$ cat src/rtl/limit_mode_ctrl.sv
// ---------------------------------------------------------------------------
// limit_mode_ctrl
//
// Mode-select stage for the BCD digit counter. Stores NUM_SLOTS digit-limit
// registers and runs a mode FSM (SINGLE / CARRY / MAX / STOP). Every mode
// change passes through a SETTLE phase of SETTLE_CYCLES clocks during which
// all outputs are held low. The limit bus and enables are a direct decode of
// registered state. limit_hit flags the first cycle the count reaches the
// active limit.
//
// Ports
//   clk            : system clock, rising edge
//   reset_n        : asynchronous reset, active low
//   cnt_in         : current counter digits (4*DIGITS bits, BCD)
//   refresh_limits : write clamped cnt_in into slot slot_sel
//   slot_sel       : slot index for refresh and mode requests
//   mode_req_valid : one-cycle mode request strobe
//   mode_req       : 00 single, 01 carry, 10 max, 11 stop
//   max_out        : limit / carry information for the counter
//   carry_en       : carry mode active
//   max_en         : max-value mode active
//   stop_en        : stop-at-limit mode active
//   mode_ack       : one-cycle pulse on entering the requested mode
//   limit_hit      : one-cycle pulse when the count first equals the limit
// ---------------------------------------------------------------------------
module limit_mode_ctrl #(
    parameter int DIGITS        = 6,
    parameter int NUM_SLOTS     = 2,
    parameter int SETTLE_CYCLES = 2,
    parameter int MAX_DIGIT     = 9,
    localparam int DW = 4 * DIGITS,
    localparam int SW = (NUM_SLOTS > 1) ? $clog2(NUM_SLOTS) : 1
) (
    input  logic          clk,
    input  logic          reset_n,
    input  logic [DW-1:0] cnt_in,
    input  logic          refresh_limits,
    input  logic [SW-1:0] slot_sel,
    input  logic          mode_req_valid,
    input  logic [1:0]    mode_req,
    output logic [DW-1:0] max_out,
    output logic          carry_en,
    output logic          max_en,
    output logic          stop_en,
    output logic          mode_ack,
    output logic          limit_hit
);

    localparam int CW = $clog2(SETTLE_CYCLES + 1);

    // Low two bits of the steady states equal the mode_req encoding.
    localparam logic [2:0] ST_SINGLE = 3'd0;
    localparam logic [2:0] ST_CARRY  = 3'd1;
    localparam logic [2:0] ST_MAX    = 3'd2;
    localparam logic [2:0] ST_STOP   = 3'd3;
    localparam logic [2:0] ST_SETTLE = 3'd4;

    localparam logic [SW:0] NUM_SLOTS_W = (SW + 1)'(NUM_SLOTS);
    localparam logic [3:0]  MAX_DIG     = 4'(MAX_DIGIT);

    function automatic logic [DW-1:0] clamp_digits(input logic [DW-1:0] v);
        logic [DW-1:0] r;
        for (int j = 0; j < DIGITS; j++) begin
            r[4*j +: 4] = (v[4*j +: 4] > MAX_DIG) ? MAX_DIG : v[4*j +: 4];
        end
        return r;
    endfunction

    logic [2:0]    state_q,  state_d;
    logic [1:0]    target_q, target_d;
    logic [SW-1:0] act_q,    act_d;
    logic [CW-1:0] settle_q, settle_d;
    logic [DW-1:0] slots_q [NUM_SLOTS];
    logic [DW-1:0] slots_d [NUM_SLOTS];
    logic          ack_q,    ack_d;
    logic          match_q,  match_d;
    logic          hit_q,    hit_d;

    logic          slot_ok;
    logic          same_req;
    logic [DW-1:0] active_lim;

    assign slot_ok    = ({1'b0, slot_sel} < NUM_SLOTS_W);
    assign active_lim = slots_q[act_q];
    // A repeat of the running mode/slot is a no-op; inside SETTLE every valid
    // request retargets, even one naming the mode we came from.
    assign same_req   = (state_q != ST_SETTLE) && (mode_req == state_q[1:0]) &&
                        (slot_sel == act_q);

    always_comb begin
        state_d  = state_q;
        target_d = target_q;
        act_d    = act_q;
        settle_d = settle_q;
        ack_d    = 1'b0;
        slots_d  = slots_q;

        if (mode_req_valid && slot_ok && !same_req) begin
            state_d  = ST_SETTLE;
            target_d = mode_req;
            act_d    = slot_sel;
            settle_d = CW'(SETTLE_CYCLES);
        end else if (state_q == ST_SETTLE) begin
            // Counter was loaded with SETTLE_CYCLES on entry; leaving on the
            // edge where it reads 1 gives exactly SETTLE_CYCLES low cycles.
            if (settle_q <= CW'(1)) begin
                state_d  = {1'b0, target_q};
                settle_d = '0;
                ack_d    = 1'b1;
            end else begin
                settle_d = settle_q - CW'(1);
            end
        end

        if (refresh_limits && slot_ok) begin
            slots_d[slot_sel] = clamp_digits(cnt_in);
        end

        // Match is suppressed in SETTLE, so re-entering a limit mode while
        // already at the limit produces a fresh pulse.
        match_d = ((state_q == ST_MAX) || (state_q == ST_STOP)) &&
                  (cnt_in == active_lim);
        hit_d   = match_d & ~match_q;
    end

    always_ff @(posedge clk or negedge reset_n) begin
        if (!reset_n) begin
            state_q  <= ST_SINGLE;
            target_q <= 2'b00;
            act_q    <= '0;
            settle_q <= '0;
            ack_q    <= 1'b0;
            match_q  <= 1'b0;
            hit_q    <= 1'b0;
            for (int i = 0; i < NUM_SLOTS; i++) begin
                slots_q[i] <= '0;
            end
        end else begin
            state_q  <= state_d;
            target_q <= target_d;
            act_q    <= act_d;
            settle_q <= settle_d;
            ack_q    <= ack_d;
            match_q  <= match_d;
            hit_q    <= hit_d;
            for (int i = 0; i < NUM_SLOTS; i++) begin
                slots_q[i] <= slots_d[i];
            end
        end
    end

    always_comb begin
        max_out  = '0;
        carry_en = 1'b0;
        max_en   = 1'b0;
        stop_en  = 1'b0;
        case (state_q)
            ST_CARRY: begin
                carry_en = 1'b1;
                // One flag per digit on its LSB: digit participates in carry
                // only when its limit is non-zero.
                for (int j = 0; j < DIGITS; j++) begin
                    max_out[4*j] = |active_lim[4*j +: 4];
                end
            end
            ST_MAX: begin
                max_en  = 1'b1;
                max_out = active_lim;
            end
            ST_STOP: begin
                stop_en = 1'b1;
                max_out = active_lim;
            end
            default: begin
            end
        endcase
    end

    assign mode_ack  = ack_q;
    assign limit_hit = hit_q;

endmodule

$ cat config.mk
export PLATFORM = sky130hd
export DESIGN_NAME = limit_mode_ctrl
export DESIGN_NICKNAME = d
export VERILOG_FILES = /design/src/rtl/limit_mode_ctrl.sv
export SDC_FILE = /design/constraint.sdc
export NUM_CORES = 1
export LEC_CHECK = 0
export BUFFER_PORTS_ARGS = -buffer_cell sky130_fd_sc_hd__buf_4
export CELL_PAD_IN_SITES_DETAIL_PLACEMENT = 1
export CELL_PAD_IN_SITES_GLOBAL_PLACEMENT = 2
export CORE_MARGIN = 2
export CORE_UTILIZATION = 34
export DETAILED_ROUTE_END_ITERATION = 12
export HOLD_SLACK_MARGIN = 0.1
export PLACE_DENSITY_LB_ADDON = 0.1
export SLEW_MARGIN = 20
export SYNTH_ARGS = -nofsm -noshare
export SYNTH_HDL_FRONTEND = slang
export SYNTH_SLANG_ARGS = --single-unit
$ cat constraint.sdc
create_clock -name clk -period 2.4 [get_ports clk]
set_input_delay 0.12 -clock clk [delete_from_list [all_inputs] [get_ports clk]]
set_output_delay 0.12 -clock clk [all_outputs]
set_load 0.02 [all_outputs]
==> flow_summary.toml, run 1 <==
[routing]
ant_nets = 0
first_iter_violations = 57
firstDrtPassIters = 4
num_vias = 2578
post_drt_wl_per_cell_um = 16.9
vias_per_cell = 5.03
drc = 0
routed_wl_mm = 8.67

[worst_hold_path]
min_from = "cnt_in[4]"
hold-path-endpoint = "slots_q[4]"
whs_path_depth = 3
hold_path.class = "in -> reg"

[yosys]
synthDistinctLibCells = 33
netlist_area_um2 = 3130
yosys.area.top_type = "dfrtp_1"
synthTopCellsByArea = "dfrtp_1 (47%), mux2_2 (6.8%), o21ai_0 (6.2%)"
synth_cells = 316
async_reset_ff_share_pct = 100
synth_top_area_share_pct = 47.1
yosys_most_used_dff = "dfrtp_1"
yosys_warnings = 0
syn-num-nets = 347
synth_edf_count = 0
syn_avg_cell_area_um2 = 9.91
synth_most_common_cell = "dfrtp_1"
yosysSeqAreaShare_pct = 47.1
ys_ff_latch = 59
synthTopCellsByCount = "dfrtp_1 (59), nand2_1 (45), o21ai_0 (39), nor2_1 (30)"

[worst_setup_path]
path_class = "reg -> out"
r2r-start = "act_q"
timing.rr.end = "limit_hit"
critPathMaxStageDelay_ns = 0.53
reg2reg_slack_ns = 0.46
critical-path-top-delay-family = "simple AND/OR/NAND/NOR gates"
crit_buf_inv = 2
critPathLaunchType = "flop"
crit_path_cell_trace = "nand2b_1 > buf_4 > nor2_1 > buf_4"
r2r_cells = 6
cp_data_required_time_ns = 2.28
cp_slowest_cell = "dfrtp_1"
cp_common_cell = "buf_4"
cp.arrival_ns = 1.96
cp-end-kind = "output pin"
crit_fanout = 13

[sta]
fin_skew_ns = 0.00915
drv_slew = 0
finalSetupViolCount = 0
max_freq_mhz = 481
finalSetupTns_ns = 0
post-route-period-util_pct = 86.7
rsz0062_at_grt = "false"
slew_headroom_pct = 42.8
fin_crit_ns = 2.08
worst_pin_slew_ns = 0.857
finalHoldViolCount = 0

[cts]
cts.sinks = 59
cts_root_buf = "clkbuf_8"
cts_hold_buf = 17
post_cts_buffers = 0
h-tree-depth = 3
ctsResizeCount = 0
cts_tree = "done"
clk_latency_ns = 0.33
path_clk_slew_ns = 0.08
cts_made_buffers = 9
clockBufferDepth = 2

[floorplan]
core_region_area_um2 = 9060
die-height_um = 100
ios = 60
dieArea_um2 = 10000
initial_core_util_pct = 34.5
rows = 35
die_w_um = 100

[final_layout]
nets = 428
antenna_cells = 0
final_core_util_pct = 44.9
area_delta_synth_final_pct = 30.0
drive_gt1_share_pct = 27.9

[grt]
overflow = 0
grtUsageTotal_pct = 18.2
grt_pass1_vias = 2746
grt_first_pass_wirelength_mm = 14.0
grt_max_degree = 60
grt_antenna_before_repair = 0

[placement]
port_buffers = 59
dp_hpwl_mm = 6.25
place_congestion = 0.777

[power_and_ir_drop]
cellPowerDensity_nw_per_um2 = 736
p_leak_uw = 0.00182
ir_drop_mv = 0.227

[status]
run_status = "complete, no violations"

[flow_run]
cap_violations = 0
[routing by layer]
metal  wire length, um  part of all wire [%]  GRT usage (%)
met3               203                   2.3           2.65
met1              4100                    47           23.9
met4                83                  0.96           6.43
met2              4280                    49           30.6
met5                 0                     0              0
[sequential cells by signal (all words and copies together), names as in the netlist]
signal	cells
settle_q	2
act_q	1
limit_hit	1
match_q	1
target_q	2
slots_q	48
mode_ack	1
state_q	3
[logic make-up after synthesis]
group,synth area share [%]
AND/OR/NAND/NOR,17.3
AO/OA/AOI/OAI,11.4
flip-flops,47.1
multiplexers,13.7
XOR/XNOR,7.27
buffers and inverters,3.20
[worst reg2reg max path: cells and delay by family, from the launching register on]
family | cells | cell delay, ns
mux | 1 | 0.39
buf+inv | 1 | 0.20
flops | 1 | 0.39
xor+xnor | 1 | 0.15
simple gates | 3 | 0.72
[through the flow]
stage / total power [uW] / hold WS (ns) / setup WS [ns] / cells / area, um^2
6_report: 3000 / 0.102 / 0.320 / 513 / 4070
2_1_floorplan: 1800 / -0.176 / 0.695 / 316 / 3130
5_1_grt: 3180 / 0.113 / 0.146 / 513 / 4070
3_3_place_gp: 2080 / 0.254 / 0.472 / 480 / 3710
3_5_place_dp: 2100 / 0.258 / 0.443 / 480 / 3710
4_1_cts: 3030 / 0.101 / 0.271 / 513 / 4070
[where the power goes]
| part | switching (uW) | total [uW] | internal [uW] |
|---|---|---|---|
| clock network | 402 | 905 | 503 |
| registers | 131 | 1270 | 1140 |
| logic | 440 | 823 | 383 |
| total | 972 | 3000 | 2030 |
[cell usage in the layout (no fill, tap or decap), drive strengths merged]
master       instances
a211oi               1
a21boi               1
a21oi                8
a41o                 2
and2                 1
and4b                1
buf                 69
bufinv               1
clkbuf              11
clkinv               3
clkinvlp             1
dfrtp               59
dlygate4sd3         17
inv                  2
mux2                19
mux2i               20
nand2               45
nand2b              15
nand3                1
nand3b               1
nand4                1
nor2                30
nor3                 5
nor3b                4
nor4                 6
nor4b                1
o21a                 8
o21ai               39
o31ai                3
or4b                 1
xnor2               19
xor2                 7
[how the worst max path moves through the flow]
| stage | from | endpoint | slack (ns) | depth (start not counted) |
|---|---|---|---|---|
| finish | state_q[1] | max_out[3] | 0.32 | 4 |
| global route | state_q[1] | max_out[20] | 0.15 | 5 |
| CTS | state_q[1] | max_out[20] | 0.27 | 5 |
| detailed placement | act_q | limit_hit | 0.44 | 6 |
| global placement | act_q | limit_hit | 0.47 | 6 |
| floorplan | state_q[1] | target_q[0] | 0.69 | 6 |
[final cells by class]
class / count / area, um^2
clock buffer: 11 / 141
clock inverter: 5 / 52.6
fill: 1049 / 4990
inverter: 2 / 7.51
multi-input combinational: 239 / 1560
sequential: 59 / 1480
tap: 111 / 139
timing repair buffer: 86 / 701
Note: power is estimated with default switching activity, not from simulation.
==> inputs of run 2 (changes only) <==
--- a/config.mk
+++ b/config.mk
@@ -12,6 +12,7 @@
 export CORE_UTILIZATION = 34
 export DETAILED_ROUTE_END_ITERATION = 12
 export HOLD_SLACK_MARGIN = 0.1
+export MAX_ROUTING_LAYER = met4
 export PLACE_DENSITY_LB_ADDON = 0.1
 export SLEW_MARGIN = 20
 export SYNTH_ARGS = -nofsm -noshare
==> flow_summary.toml, run 2 (same netlist as run 1, synthesis figures left out) <==
[final_layout]
layout_commonest_cell = "buf_4"
reg_top3 = "slots_q (48), state_q (3)"
nFillCells = 1049
largest_reg_flops = 48
largest-register = "slots_q"
antenna_cells = 0
layout_common_cells = "buf_4 (68), dfrtp_1 (59), nand2_1 (45), o21ai_0 (39), nor2_1 (30)"
nets = 428
area_delta_synth_final_pct = 30.0
drive_gt1_share_pct = 27.9

[cts]
cts_tree = "done"
cts_root_buf = "clkbuf_8"
clockBufferDepth = 2
ctsResizeCount = 0
path_clk_slew_ns = 0.07
clk_latency_ns = 0.33
h-tree-depth = 3
cts_made_buffers = 9
cts.sinks = 59

[power_and_ir_drop]
p_leak_uw = 0.00182
ir_drop_mv = 0.227
cellPowerDensity_nw_per_um2 = 735

[grt]
grt_first_pass_wirelength_mm = 14.0
grt_pass1_vias = 2746
grtUsageTotal_pct = 18.7
grt_max_degree = 60
overflow = 0
grt_antenna_before_repair = 0

[sta]
drv_slew = 0
worst_pin_slew_ns = 0.858
finalHoldViolCount = 0
whs_ns = 0.102
fin_crit_ns = 2.08
max_freq_mhz = 480
rsz0062_at_grt = "false"
finalSetupViolCount = 0
slew_headroom_pct = 42.6
post-route-period-util_pct = 86.8
finalSetupTns_ns = 0
fin_skew_ns = 0.00768

[floorplan]
ios = 60
rows = 35
core_region_area_um2 = 9060
dieArea_um2 = 10000
die-height_um = 100
initial_core_util_pct = 34.5
die_w_um = 100

[status]
run_status = "complete, no violations"

[worst_setup_path]
critPathMaxStageDelay_ns = 0.49
crit_fanout = 10
path_class = "reg -> out"
cp_data_required_time_ns = 2.28
cp.arrival_ns = 1.96
crit_path_cell_trace = "inv_1 > nand3b_1 > a41o_1 > o21ai_0 > buf_4"
critPathLaunchType = "flop"
cp_slowest_cell = "dfrtp_1"
cp-end-kind = "output pin"

[routing]
ant_nets = 0
post_drt_wl_per_cell_um = 16.9
num_vias = 2584
vias_per_cell = 5.04
drc = 0
routed_wl_mm = 8.66
firstDrtPassIters = 4
first_iter_violations = 52

[placement]
port_buffers = 59
place_congestion = 0.787
dp_hpwl_mm = 6.25

[worst_hold_path]
hold_path.class = "in -> reg"

[flow_run]
cap_violations = 0
run 2: cell counts in the layout (fill, tap and decap cells not counted):
Identical to the previous run, type by type.
run 2: layer usage:
metal  up-vias  GRT usage (%)  share of wire [%]
met5         -              -                  0
met4         0           6.43                1.2
met3         8           2.58                2.4
met2        42           30.6                 49
met1      1290           24.1                 47
li1       1244              -                  -
run 2: timing repair:
item	in CTS	in global routing
setup buffers	0	0
setup endpoints to repair	0	0
hold buffers	17	0
endpoints found under the hold margin	82	0
run 2: through the flow:
stage	util, %	instance area [um^2]	instances	setup slack, ns	power, uW
final	44.9	4070	513	0.316	2990
after global routing	44.9	4070	513	0.148	3180
after CTS	44.9	4070	513	0.271	3030
after detailed placement	40.9	3710	480	0.443	2100
after global placement	40.9	3710	480	0.472	2080
after floorplan	-	3130	316	0.695	1800
run 2: worst max-delay path: cells and delay by family, from the launching register on:
kind,cells,cell delay (ns)
AND/OR/NAND/NOR,1,0.35
AO/OA/AOI/OAI,2,0.45
buffers and inverters,2,0.33
flip-flops,1,0.49
run 2: path summary, 6_finish.rpt:
kind,start,end,slack [ns],depth (start not counted)
worst max-delay path,state_q[1],max_out[20],0.32,5
worst min-delay path,cnt_in[4],slots_q[4],0.10,3
worst max register to register,act_q,limit_hit,0.46,6
worst min register to register,match_q,limit_hit,0.44,1
max in group asynchronous,reset_n,slots_q[3],1.48,2
min in group asynchronous,reset_n,slots_q[21],0.41,2
run 2: power breakdown:
part	leakage (uW)	internal (uW)	switching, uW
logic	0.000984	383	440
registers	0.000736	1140	131
clock network	0.0000991	503	399
total	0.00182	2030	969
run 2: cell type report:
cell class                 instances  area (um^2)  share of cell area, %
clock buffer                      11          141                   3.47
sequential                        59         1480                   36.3
tap                              111          139                   3.41
timing repair buffer              86          701                   17.2
multi-input combinational        239         1560                   38.2
clock inverter                     5         52.6                   1.29
inverter                           2         7.51                  0.184
